[src/rtl/uart_cmd_pkg.sv]
// ============================================================================
// Module   : uart_cmd_pkg
// Brief    : Shared types and constants for the UART command frame parser.
// Revision : 1.0 - initial release
// ============================================================================
`default_nettype none

package uart_cmd_pkg;

  localparam logic [7:0] CMD_HEADER = 8'hA5;

  typedef enum logic [7:0] {
    CMD_VOL  = 8'h01,
    CMD_RATE = 8'h02,
    CMD_PLAY = 8'h03,
    CMD_REC  = 8'h04,
    CMD_STOP = 8'h05
  } cmd_e;

  typedef enum logic [1:0] {
    HUNT  = 2'd0,
    ARG   = 2'd1,
    CHECK = 2'd2,
    EXEC  = 2'd3
  } parser_state_e;

  function automatic logic [7:0] sat_inc(input logic [7:0] value);
    return (value == 8'hFF) ? value : value + 8'd1;
  endfunction

endpackage

`default_nettype wire

[src/rtl/uart_cmd_parser_if.sv]
// ============================================================================
// Module   : uart_cmd_parser_if
// Brief    : Setting-word input and configuration/pulse outputs of the parser.
// Revision : 1.0 - initial release
// ============================================================================
`default_nettype none

interface uart_cmd_parser_if;
  logic        i_set;
  logic [15:0] i_setdata;
  logic [15:0] o_volume;
  logic [15:0] o_rate_div;
  logic        o_play;
  logic        o_record;
  logic        o_stop;
  logic        o_err;
  logic [7:0]  o_err_cnt;
  logic        o_busy;

  modport master (
    output i_set, i_setdata,
    input  o_volume, o_rate_div, o_play, o_record, o_stop,
           o_err, o_err_cnt, o_busy
  );

  modport slave (
    input  i_set, i_setdata,
    output o_volume, o_rate_div, o_play, o_record, o_stop,
           o_err, o_err_cnt, o_busy
  );
endinterface

`default_nettype wire

[src/rtl/uart_cmd_timeout.sv]
// ============================================================================
// Module   : uart_cmd_timeout
// Brief    : Inter-word stall counter; expired flags TIMEOUT-1 idle cycles.
// Revision : 1.0 - initial release
// ============================================================================
`default_nettype none

module uart_cmd_timeout #(
  parameter int TIMEOUT = 50_000_000
) (
  input  wire logic i_clk,
  input  wire logic i_rst,
  input  wire logic clear,
  input  wire logic run,
  output logic      expired
);

  localparam int CW = (TIMEOUT > 2) ? $clog2(TIMEOUT) : 1;
  localparam logic [CW-1:0] C_TERM = CW'(TIMEOUT - 1);

  logic [CW-1:0] r_cnt;

  always_ff @(posedge i_clk or negedge i_rst) begin
    if (!i_rst) begin
      r_cnt <= '0;
    end else if (clear) begin
      r_cnt <= '0;
    end else if (run && (r_cnt != C_TERM)) begin
      r_cnt <= r_cnt + 1'b1;
    end
  end

  assign expired = run && (r_cnt == C_TERM);

endmodule

`default_nettype wire

[src/rtl/uart_cmd_parser.sv]
// ============================================================================
// Module   : uart_cmd_parser
// Brief    : Validates {header,arg,check} word frames and drives config regs.
//            Optional stall timeout built when UART_CMD_TIMEOUT_EN is defined.
// Revision : 1.0 - initial release
// ============================================================================
`default_nettype none

module uart_cmd_parser
  import uart_cmd_pkg::*;
#(
  parameter int          TIMEOUT      = 50_000_000,
  parameter logic [15:0] DEF_VOLUME   = 16'h0080,
  parameter logic [15:0] DEF_RATE_DIV = 16'd1042
) (
  input wire logic         i_clk,
  input wire logic         i_rst,
  uart_cmd_parser_if.slave bus
);

  parser_state_e r_state;
  logic [15:0]   r_w0;
  logic [15:0]   r_w1;
  logic [15:0]   r_volume;
  logic [15:0]   r_rate_div;
  logic          r_play;
  logic          r_record;
  logic          r_stop;
  logic          r_err;
  logic [7:0]    r_err_cnt;
  logic          r_busy;
  logic          w_expired;

`ifdef UART_CMD_TIMEOUT_EN
  logic w_clear;
  logic w_run;

  assign w_clear = (r_state == HUNT) || bus.i_set;
  assign w_run   = (r_state == ARG) || (r_state == CHECK);

  uart_cmd_timeout #(
    .TIMEOUT (TIMEOUT)
  ) u_timeout (
    .i_clk   (i_clk),
    .i_rst   (i_rst),
    .clear   (w_clear),
    .run     (w_run),
    .expired (w_expired)
  );
`else
  logic w_unused_timeout;
  assign w_unused_timeout = (TIMEOUT > 0);
  assign w_expired        = 1'b0;
`endif

  always_ff @(posedge i_clk or negedge i_rst) begin
    if (!i_rst) begin
      r_state    <= HUNT;
      r_w0       <= '0;
      r_w1       <= '0;
      r_volume   <= DEF_VOLUME;
      r_rate_div <= DEF_RATE_DIV;
      r_play     <= 1'b0;
      r_record   <= 1'b0;
      r_stop     <= 1'b0;
      r_err      <= 1'b0;
      r_err_cnt  <= '0;
      r_busy     <= 1'b0;
    end else begin
      r_play   <= 1'b0;
      r_record <= 1'b0;
      r_stop   <= 1'b0;
      r_err    <= 1'b0;
      case (r_state)
        HUNT: begin
          if (bus.i_set && (bus.i_setdata[15:8] == CMD_HEADER)) begin
            r_w0    <= bus.i_setdata;
            r_state <= ARG;
            r_busy  <= 1'b1;
          end
        end
        ARG: begin
          if (bus.i_set) begin
            r_w1    <= bus.i_setdata;
            r_state <= CHECK;
          end else if (w_expired) begin
            r_err     <= 1'b1;
            r_err_cnt <= sat_inc(r_err_cnt);
            r_state   <= HUNT;
            r_busy    <= 1'b0;
          end
        end
        CHECK: begin
          // An arriving word always takes priority over a same-cycle expiry.
          if (bus.i_set) begin
            r_busy <= 1'b0;
            if (bus.i_setdata == (r_w0 ^ r_w1)) begin
              r_state <= EXEC;
            end else begin
              r_err     <= 1'b1;
              r_err_cnt <= sat_inc(r_err_cnt);
              r_state   <= HUNT;
            end
          end else if (w_expired) begin
            r_err     <= 1'b1;
            r_err_cnt <= sat_inc(r_err_cnt);
            r_state   <= HUNT;
            r_busy    <= 1'b0;
          end
        end
        EXEC: begin
          r_state <= HUNT;
          case (r_w0[7:0])
            CMD_VOL:  r_volume   <= r_w1;
            CMD_RATE: r_rate_div <= (r_w1 == 16'd0) ? 16'd1 : r_w1;
            CMD_PLAY: r_play     <= 1'b1;
            CMD_REC:  r_record   <= 1'b1;
            CMD_STOP: r_stop     <= 1'b1;
            default: begin
              r_err     <= 1'b1;
              r_err_cnt <= sat_inc(r_err_cnt);
            end
          endcase
        end
        default: begin
          r_state <= HUNT;
          r_busy  <= 1'b0;
        end
      endcase
    end
  end

  assign bus.o_volume   = r_volume;
  assign bus.o_rate_div = r_rate_div;
  assign bus.o_play     = r_play;
  assign bus.o_record   = r_record;
  assign bus.o_stop     = r_stop;
  assign bus.o_err      = r_err;
  assign bus.o_err_cnt  = r_err_cnt;
  assign bus.o_busy     = r_busy;

endmodule

`default_nettype wire

[src/flat_wrapper.sv]
// flat-port wrapper written by rule: the top's interface ports become plain ports
module uart_cmd_parser_flat import uart_cmd_pkg::*;
#(
  parameter int          TIMEOUT      = 50_000_000,
  parameter logic [15:0] DEF_VOLUME   = 16'h0080,
  parameter logic [15:0] DEF_RATE_DIV = 16'd1042
)
  (i_clk, i_rst, bus_i_set, bus_i_setdata, bus_o_volume, bus_o_rate_div, bus_o_play, bus_o_record, bus_o_stop, bus_o_err, bus_o_err_cnt, bus_o_busy);
  uart_cmd_parser_if bus_i ();
  input wire logic i_clk;
  input wire logic i_rst;
  input wire logic [$bits(bus_i.i_set)-1:0] bus_i_set;
  input wire logic [$bits(bus_i.i_setdata)-1:0] bus_i_setdata;
  output wire logic [$bits(bus_i.o_volume)-1:0] bus_o_volume;
  output wire logic [$bits(bus_i.o_rate_div)-1:0] bus_o_rate_div;
  output wire logic [$bits(bus_i.o_play)-1:0] bus_o_play;
  output wire logic [$bits(bus_i.o_record)-1:0] bus_o_record;
  output wire logic [$bits(bus_i.o_stop)-1:0] bus_o_stop;
  output wire logic [$bits(bus_i.o_err)-1:0] bus_o_err;
  output wire logic [$bits(bus_i.o_err_cnt)-1:0] bus_o_err_cnt;
  output wire logic [$bits(bus_i.o_busy)-1:0] bus_o_busy;
  assign bus_i.i_set = bus_i_set;
  assign bus_i.i_setdata = bus_i_setdata;
  assign bus_o_volume = bus_i.o_volume;
  assign bus_o_rate_div = bus_i.o_rate_div;
  assign bus_o_play = bus_i.o_play;
  assign bus_o_record = bus_i.o_record;
  assign bus_o_stop = bus_i.o_stop;
  assign bus_o_err = bus_i.o_err;
  assign bus_o_err_cnt = bus_i.o_err_cnt;
  assign bus_o_busy = bus_i.o_busy;
  uart_cmd_parser #(.TIMEOUT(TIMEOUT), .DEF_VOLUME(DEF_VOLUME), .DEF_RATE_DIV(DEF_RATE_DIV)) u_core (.i_clk(i_clk), .i_rst(i_rst), .bus(bus_i));
endmodule
[config.mk]
export PLATFORM = sky130hd
export DESIGN_NAME = uart_cmd_parser_flat
export DESIGN_NICKNAME = d
export VERILOG_FILES = /design/src/rtl/uart_cmd_pkg.sv /design/src/rtl/uart_cmd_parser_if.sv /design/src/rtl/uart_cmd_timeout.sv /design/src/rtl/uart_cmd_parser.sv /design/src/flat_wrapper.sv
export SDC_FILE = /design/constraint.sdc
export NUM_CORES = 1
export LEC_CHECK = 0
export BUFFER_PORTS_ARGS = -buffer_cell sky130_fd_sc_hd__buf_2
export CORE_MARGIN = 5
export CORE_UTILIZATION = 25
export DETAILED_ROUTE_END_ITERATION = 10
export GPL_TIMING_DRIVEN = 0
export PLACE_DENSITY = 0.41
export SKIP_CTS_REPAIR_TIMING = 1
export SLEW_MARGIN = 20
export SYNTH_ARGS = -nofsm -noshare
export SYNTH_HDL_FRONTEND = slang
export SYNTH_HIERARCHICAL = 1
export SYNTH_SLANG_ARGS = --single-unit
[constraint.sdc]
create_clock -name i_clk -period 5.1 [get_ports i_clk]
set_clock_uncertainty 0.2 [all_clocks]
set_input_delay 0.255 -clock i_clk [delete_from_list [all_inputs] [get_ports i_clk]]
set_output_delay 0.255 -clock i_clk [all_outputs]
set_load 0.05 [all_outputs]
==> flow_summary_export.csv <==
group,metric,value,unit
worst_setup_path,crit_top_cell,"nand4b_1",
worst_setup_path,reg2reg_from,"u_core/r_w0[5]$_DFFE_PN0P_",
timing,period_share,0.5644,
timing,slew_headroom,0.5540,
synthesis,synth_seq_cells,79,
grt,grt_pass1_wl,13.43,mm
grt,grt_usage,0.1081,
min_path,min_from,"bus_i_setdata[8]",
worst_setup_path,rrSetupSlack,2.50,ns
cells_and_area,diodes,0,
die,core,13990,um^2
min_path,hold_depth,2,
status,violations,"hold timing",
timing,max_freq,347.4,MHz
die,io_pins,64,
cells_and_area,drive_above_1_share,0.4663,
clock_network,numCtsBuffers,9,
synthesis,synth_top_area_share,0.5219,
synthesis,synth_ff_type,"dfrtp_1",
power,p_leak,0.002288,uW
worst_setup_path,arrival,2.90,ns
timing,hold_slack,-0.001469,ns
timing,grt_setup_unrepaired,"false",
synthesis,synth.area.top_cells,"dfrtp_1, mux2_2, xnor3_1",
die,fp.dieArea,16880,um^2
die,start_util,0.2571,
grt,overflow,0,
clock_network,clk_latency,0.34,ns
worst_setup_path,cp_top_family,"buffers and inverters",
worst_setup_path,cp-end-kind,"flop",
placement,numPortBuffers,63,
power,vdd_drop_max,0.0001402,V
die,dieHeight,129.9,um
worst_setup_path,crit_fanout,10,
clock_network,cts_htree_levels,3,
timing,setup-tns-final,0,ns
timing,fin_crit,2.878,ns
job,maxCapViolations,0,
placement,place_hpwl,6.067,mm
worst_setup_path,slowest_delay,0.54,ns
die,die_w,129.9,um
cells_and_area,final_common_cell,"dfrtp_1",
synthesis,syn-num-nets,256,
worst_setup_path,crit-reg2reg-capture,"u_core/bus.o_rate_div[14]$_DFFE_PN0P_",
clock_network,path_clk_slew,0.06,ns
worst_setup_path,cp.required,5.12,ns
grt,grt_pass1_vias,2322,
drt,drc_errors,0,
power,powerDensity,327.7,nW/um^2
cells_and_area,fillers,1434,
worst_setup_path,critPathLaunchType,"input pin",
status,status,"finished, violations left",
cells_and_area,register_area,1982,um^2
die,rows,43,
timing,setup_viol,0,
cells_and_area,multi_input_area,1528,um^2
drt,first_pass_iters,4,
drt,ant_nets,0,
clock_network,clock_path_buffers,2,
drt,num_vias,2197,
worst_setup_path,reg2regPathDepth,6,
clock_network,cts.sinks,79,
timing,worst_pin_slew,0.6690,ns
worst_setup_path,crit_buf_inv,3,
drt,drt-vias-per-instance,4.342,
cells_and_area,layout.nets,341,
clock_network,root_buffer,"clkbuf_16",
worst_setup_path,crit_path_top_delay_cell,"nor3_2",
cells_and_area,layout_common_cells,"dfrtp_1, buf_2, mux2_2",
synthesis,synthArstFlopShare,1.000,
synthesis,synth_area_per_cell,15.24,um^2
placement,gp_congestion,0.7169,
timing,hold_viol_final,2,
drt,drtIter0Drc,88,
min_path,min_path_type,"input pin to flop",
clock_network,cts_tree,"done",
grt,grt_antenna_before_repair,0,
timing,final_max_slew_viol_count,0,
min_path,min_to,"u_core/r_w1[8]$_DFFE_PN0P_",
synthesis,synth_edf_count,0,
synthesis,synth_area,3596,um^2
drt,drt_wl_total,8.402,mm
worst_setup_path,setup.worst_path.class,"input pin to flop",
cells_and_area,area_growth,27.28,%
synthesis,synth_cell_types,44,
synthesis,synth-seq-area-share,0.5511,
synthesis,yosys_warnings,6,
grt,grt_max_degree,49,
worst_setup_path,crit_chain,"dlygate4sd3_1 -> buf_2 -> nand4b_1 -> nor3_1 -> nand4b_1 -> nor3_2 -> clkbuf_1 -> mux2_2",
drt,avgRoutedWirePerCell,16.60,um
synthesis,synth_top_cell_by_area,"dfrtp_1",
synthesis,netlist_instances,236,
-- worst reg2reg max path, delay by kind of cell, from the launching register on --
family / cells / cell delay (ns)
buffers and inverters: 1 / 0.23
flip-flops: 1 / 0.41
AND/OR/NAND/NOR: 4 / 1.35
multiplexers: 1 / 0.30
-- worst max-delay path by stage --
stage	depth (start not counted)	startpoint	to
final	8	bus_i_set	u_core/r_w0[6]$_DFFE_PN0P_
after global routing	8	bus_i_set	u_core/r_w0[6]$_DFFE_PN0P_
after CTS	6	u_core/r_w0[5]$_DFFE_PN0P_	u_core/bus.o_rate_div[13]$_DFFE_PN0P_
after detailed placement	7	bus_i_setdata[14]	u_core/r_w0[6]$_DFFE_PN0P_
after global placement	7	bus_i_setdata[14]	u_core/r_w0[6]$_DFFE_PN0P_
after floorplan	6	u_core/r_w0[5]$_DFFE_PN0P_	u_core/bus.o_rate_div[12]$_DFFE_PN0P_
-- cell families (layout without fill, tap and decap cells) --
family	count (synthesis)	count (layout)	share of synthesized area
adder cells (fa/ha/maj)	1	1	0.003479
AO/OA/AOI/OAI	10	10	0.01914
XOR/XNOR	23	23	0.1173
multiplexers	56	56	0.1848
buffers and inverters	12	102	0.02401
AND/OR/NAND/NOR	55	55	0.1002
flip-flops	79	79	0.5511
-- registers in the layout, indices dropped and copies added, names as in the netlist --
signal	cells
u_core/bus.o_stop	1
u_core/bus.o_rate_div	16
u_core/r_w1	16
u_core/r_w0	16
u_core/bus.o_record	1
u_core/r_state	2
u_core/bus.o_volume	16
u_core/bus.o_play	1
u_core/bus.o_busy	1
u_core/bus.o_err	1
u_core/bus.o_err_cnt	8
-- cell type report --
class | count | area share
timing repair buffer | 74 | 0.09732
buffer | 10 | 0.01722
tap | 180 | 0.04921
clock buffer | 13 | 0.05905
inverter | 2 | 0.001640
clock inverter | 3 | 0.008748
multi-input combinational | 145 | 0.3338
sequential | 79 | 0.4330
-- per-layer routing --
layer  GRT usage  part of all wire  wire length, um  vias to the layer above
met5           0                 0                0                        -
met1      0.1411              0.46             3877                     1120
met4     0.03851             0.016              132                        0
met2      0.1671              0.47             3986                       45
li1            -                 -                -                     1020
met3     0.03766             0.048              406                       12
-- stage by stage --
stage	total power, uW	cell area (um^2)	worst slack (ns)	instances	util
CTS	1527	4477	2.367	496	0.3200
global placement	837.8	4136	2.340	479	0.2957
global route	1568	4577	2.026	506	0.3272
finish	1500	4577	2.222	506	0.3272
floorplan	782.1	3596	2.807	236	-
detailed placement	843.1	4167	2.292	480	0.2979
-- where the power goes --
| part | internal [uW] | switching, uW |
|---|---|---|
| clock | 417 | 248 |
| sequential | 650 | 30.1 |
| combinational | 83.4 | 71.1 |
-- synthesized netlist by cell type (2+ instances only) --
master     n
dfrtp_1   75
nor3_4     2
nor2_1     9
mux2_1    10
nand2_1    2
nand4_1    6
nand4b_1   2
buf_6      2
nand3_1    3
xnor2_1    6
nor4_1     3
or2_2      6
buf_2      2
mux2_2    37
clkbuf_1   3
o21ai_0    3
nor2b_1    4
and2_1     2
inv_1      2
xnor3_1   16
and4_1     2
mux2_4     9
nand2b_1   2
nor3_1     4
buf_4      2
dfstp_2    4
(Power assumes the default switching activity.)
